$ cat config.mk
export PLATFORM = sky130hd
export DESIGN_NAME = mainmem_arbiter
export DESIGN_NICKNAME = d
export VERILOG_FILES = /design/src/rtl/mainmem_arbiter.sv
export SDC_FILE = /design/constraint.sdc
export NUM_CORES = 1
export LEC_CHECK = 0
export CORE_AREA = 10 10 109 111
export DETAILED_ROUTE_END_ITERATION = 8
export DIE_AREA = 0 0 119 121
export DONT_BUFFER_PORTS = 1
export PLACE_DENSITY = 0.32
export SETUP_SLACK_MARGIN = 0.4
export SYNTH_ARGS = -nofsm -noshare
export SYNTH_HDL_FRONTEND = slang
export SYNTH_SLANG_ARGS = --single-unit
export TNS_END_PERCENT = 50
$ cat constraint.sdc
create_clock -name clk -period 3.3 [get_ports clk]
set_input_delay 0.99 -clock clk [delete_from_list [all_inputs] [get_ports clk]]
set_output_delay 0.99 -clock clk [all_outputs]
set_load 0.02 [all_outputs]
$ cat src/rtl/mainmem_arbiter.sv
// mainmem_arbiter: two-master arbiter in front of a single main-memory port.
// Each transaction is IDLE (arbitrate) -> ISSUE (drive memory) -> RESP (ack).
// Optional feature: define MAINMEM_ARB_RR_EN for round-robin tie breaking;
// the default build uses fixed priority with m0 winning ties.
module mainmem_arbiter #(
    parameter int XLEN  = 32,
    parameter int LANES = 2
) (
    input  logic             clk,
    input  logic             rst,

    input  logic             m0_req,
    input  logic             m0_wen,
    input  logic [XLEN-1:0]  m0_addr,
    input  logic [XLEN-1:0]  m0_dat_i,
    input  logic [LANES-1:0] m0_lane,
    output logic             m0_ack,
    output logic [XLEN-1:0]  m0_dat_o,

    input  logic             m1_req,
    input  logic             m1_wen,
    input  logic [XLEN-1:0]  m1_addr,
    input  logic [XLEN-1:0]  m1_dat_i,
    input  logic [LANES-1:0] m1_lane,
    output logic             m1_ack,
    output logic [XLEN-1:0]  m1_dat_o,

    output logic             s_req,
    output logic             s_wen,
    output logic [XLEN-1:0]  s_addr,
    output logic [XLEN-1:0]  s_dat_o,
    output logic [LANES-1:0] s_lane,
    input  logic [XLEN-1:0]  s_dat_i
);

    typedef enum logic [1:0] {
        IDLE  = 2'd0,
        ISSUE = 2'd1,
        RESP  = 2'd2
    } state_t;

    state_t state;
    logic   gnt;
    logic   pick;

`ifdef MAINMEM_ARB_RR_EN
    logic   last_gnt;

    // Round-robin choice: on a tie the master not granted last time wins.
    always_comb begin
        pick = 1'b0;
        if (m0_req && m1_req)
            pick = ~last_gnt;
        else
            pick = m1_req;
    end
`else
    // Fixed priority choice: m0 wins whenever it is requesting.
    always_comb begin
        pick = m1_req && !m0_req;
    end
`endif

    // Transaction sequencer; acks are registered so they are a clean one-cycle pulse.
    always_ff @(posedge clk or negedge rst) begin
        if (!rst) begin
            state  <= IDLE;
            gnt    <= 1'b0;
            m0_ack <= 1'b0;
            m1_ack <= 1'b0;
`ifdef MAINMEM_ARB_RR_EN
            last_gnt <= 1'b1;
`endif
        end else begin
            m0_ack <= 1'b0;
            m1_ack <= 1'b0;
            case (state)
                IDLE: begin
                    if (m0_req || m1_req) begin
                        gnt   <= pick;
`ifdef MAINMEM_ARB_RR_EN
                        last_gnt <= pick;
`endif
                        state <= ISSUE;
                    end
                end
                ISSUE: begin
                    // Grant is committed here; a request dropped now still completes.
                    m0_ack <= ~gnt;
                    m1_ack <= gnt;
                    state  <= RESP;
                end
                RESP: begin
                    state <= IDLE;
                end
                default: begin
                    state <= IDLE;
                end
            endcase
        end
    end

    // Memory side follows the granted master only while in ISSUE, zero otherwise.
    always_comb begin
        s_req   = 1'b0;
        s_wen   = 1'b0;
        s_addr  = '0;
        s_dat_o = '0;
        s_lane  = '0;
        if (state == ISSUE) begin
            s_req   = 1'b1;
            s_wen   = gnt ? m1_wen   : m0_wen;
            s_addr  = gnt ? m1_addr  : m0_addr;
            s_dat_o = gnt ? m1_dat_i : m0_dat_i;
            s_lane  = gnt ? m1_lane  : m0_lane;
        end
    end

    // Read data is forwarded only to the master being acknowledged.
    always_comb begin
        m0_dat_o = m0_ack ? s_dat_i : '0;
        m1_dat_o = m1_ack ? s_dat_i : '0;
    end

endmodule

After elaboration in Yosys (flattened, before gate mapping):

Cells that the tools add are included.

* bits in registers: 5
* input port bits: 170
* output and inout bits: 134
* word-level logic and storage cells: 27

* equality and inequality tests: 2
* mux-type cells: 15
* bitwise gates (word level): 1
* reduce and logical (&&, ||, !) cells: 5

Operators by type and width (count)
* $mux 32: 6
* $mux 2: 3
* $mux 1: 5
* $pmux 2 s2: 1
* $eq 2x1->1 const B: 1
* $logic_not 2->1: 1
* $ne 2x2->1 const B: 1
* $reduce_and 2->1: 1
* $logic_and 1x1->1: 1
* $logic_not 1->1: 1
* $logic_or 1x1->1: 1
* $not 1->1: 1

Logic depth before layout (Yosys ltp):

* word-level depth: 3
* gate-level depth with buffers: 5
* depth with buffers taken out: 2

Worst setup path after synthesis:

Ideal clock, no wire load.

* path kind: input to output
* start point: input m1_addr[0]
* end point: output s_addr[0]
* data arrival time: 1.326 ns
* data required time: 2.310 ns
* setup slack: 0.984 ns
* stages on the path: 2
* cell sequence: mux2i_1 nor2_1

* longest elaborated chain between the ends: 2

Ends and longest elaborated chain
* start, declared: RTL line 22 `input logic [XLEN-1:0] m1_addr,`
* $mux 32: RTL line 113 `s_addr = gnt ? m1_addr : m0_addr;`
* $mux 32: RTL line 110 `if (state == ISSUE) begin`
* end, declared: RTL line 30 `output logic [XLEN-1:0] s_addr,`

Every way passes these cells.

Final worst setup path:

* start point: register gnt
* end point: output s_dat_o[30]

* longest elaborated chain between the ends: 2

Ends and longest elaborated chain
* start, declared: RTL line 43 `logic gnt;`
* start signal, assigned: RTL line 80 `gnt <= pick;`
* $mux 32: RTL line 114 `s_dat_o = gnt ? m1_dat_i : m0_dat_i;`
* $mux 32: RTL line 110
* end, declared: RTL line 31 `output logic [XLEN-1:0] s_dat_o,`

Every way passes these cells.

==> out/metrics.csv <==
metric,value,unit
run_status,completed,
critPathArrivalTime,1700,ps
via_per_inst,4.598,
finalHoldViolations,0,
grt_overflow_total,0,
grt_pass1_vias,1853,
leakagePower,0.8077,nW
worst-setup-path-type,reg2out,
drt-pass1-iter-count,6,
rsz0062_at_grt,false,
finalCritPeriodShare,81.56,%
layout_commonest_cell,nor2_1,
cts_buffer_depth,2,
cp_num_buf_inv,1,
cts_resized,0,
die_area,14400,um^2
netlist_instances,235,
ys_seq_area_share,7.639,%
p_sw,1.294,mW
crit_end,s_dat_o[30],
peakVddDrop,0.3814,mV
p_sw_share,67.25,%
rows,36,
grt.total_usage,9.554,%
max_freq,371.5,MHz
htreeDepth,1,
synth_warnings,0,
post_cts_buffers,0,
regArea,128.9,um^2
rrSetupSlack,2090,ps
core,9639,um^2
clkPwrFrac,5.9,%
maxCapViolations,0,
port_buffers,0,
hpwl,7515,um
antennaDiodeCount,0,
cp_slowest_stage_delay,610,ps
synthToLayoutAreaGrowth,7.792,%
drive_above_1_share,4.091,%
finalSetupViolCount,0,
dp.cells,349,
cts.sinks,5,
crit_path_start,gnt,
io_pins,304,
syn_nets,405,
wl_per_cell,23.56,um
cp.depth,3,
critPathMaxFanout,45,
min_path_type,in2async,
drv_slew,0,
final_cell_mix,"70 x nor2_1, 67 x mux2i_1, 64 x and2_1, 4 x dfrtp_1",
finalNonFillerCells,353,
tightest_slew,843.0,ps
tns,0,ps
p_seq_share,11.7,%
cts_tree,built,
clock_latency,220,ps
reg2reg_depth,3,
path_cells,buf_12 -> mux2i_1 -> nor2_1,
totalWireLength,8315,um
comb_power_share,82.4,%
cts_inserted_buffers,3,
grt_pass1_wl,11220,um
dr_total_vias,1623,
start_util,16.99,%
end_kind,primary output,
period_minus_slack,2691,ps
slew_headroom,43.80,%
powerDensity,1090,nW/um^2
root_buffer,clkbuf_8,
grt_max_degree,72,
drtIter0Drc,60,
critical-path-top-delay-family,flip-flops,
dieWidth,119,um
critPathSlowestCell,dfrtp_4,
drc,0,
multi_input_area,1366,um^2
ys_seq_elements,5,
cts_hold_buf,0,
ys_types,13,
die_h,121,um
crit_required,2310,ps
antenna_found_initial,0,
ant_nets,0,
fin_skew,1.176,ps
synth_area_per_cell,6.969,um^2
clk_pin_slew_worst_paths,40,ps
gp_congestion,0.7653,
start_kind,flip-flop,
syn_area,1638,um^2
n_fill_cell,1122,
p_int,630.1,uW
nets,391,
rr_startpoint,gnt,
worstReg2RegEnd,gnt,
==> cell type report <==
class	instances	share of cell area [%]
Inverter	3	0.6378
Sequential cell	5	7.300
Timing Repair Buffer	3	2.693
Clock buffer	4	2.551
Multi-Input combinational cell	205	77.39
Tap cell	133	9.426
==> per-stage QoR <==
step	cell area, um^2	hold slack (ps)	utilization, %	power [mW]	setup slack (ps)
6_report	1765	465.1	18.32	1.924	608.5
5_1_grt	1765	452.6	18.32	2.056	534.5
4_1_cts	1765	459.8	18.32	1.968	574.7
3_5_place_dp	1720	557.0	17.85	1.847	818.9
3_3_place_gp	1720	548.7	17.85	1.845	819.2
2_1_floorplan	1638	502.2	-	1.686	984.3
==> logic make-up after synthesis <==
group	after synthesis	synth area share, %
simple gates	136	41.41
mux	67	40.95
buf+inv	25	9.091
flops	5	7.639
compound gates	2	0.9171
==> routing by layer <==
layer / share of wire [%] / wire, um / up-vias / GRT usage, %
met2: 56 / 4636 / 156 / 18.40
li1: - / - / 727 / -
met1: 32 / 2669 / 734 / 8.806
met3: 11 / 886 / 6 / 3.909
met5: 0 / 0 / - / 0
met4: 1.5 / 123 / 0 / 3.511
==> flip-flops by register name, summed over array words and instances, names as in the netlist <==
name / cells
gnt: 1
m0_ack: 1
m1_ack: 1
state: 2
==> worst min path at each step <==
stage,from,to,slack [ps],cells past startpoint
finish,rst,gnt,470,0
global route,rst,gnt,450,0
CTS,rst,gnt,460,0
detailed placement,state[1],state[0],560,2
global placement,state[1],state[0],550,2
floorplan,state[1],state[0],500,2
==> cell usage after synthesis (all sizes together) <==
cell type  number  area, um^2
nor2           70       262.8
mux2i          67       670.6
and2           64       400.4
buf            16       115.1
clkbuf          6       22.52
dfrtp           5       125.1
inv             3       11.26
a22oi           1       7.510
nand2b          1       6.260
o21a            1       7.510
or3b            1       8.760
==> worst reg2reg max path, delay by kind of cell, from the launching register on <==
kind	cells	cell delay, ps
flops	1	610
buf+inv	2	340
compound gates	1	170
==> power groups by stage <==
stage | clock [mW] | sequential (mW) | combinational [mW]
6_report | 0.114 | 0.225 | 1.59
5_1_grt | 0.123 | 0.246 | 1.69
4_1_cts | 0.118 | 0.230 | 1.62
3_5_place_dp | 0 | 0.229 | 1.62
3_3_place_gp | 0 | 0.224 | 1.62
2_1_floorplan | 0 | 0.118 | 1.57
(Power assumes the default switching activity.)
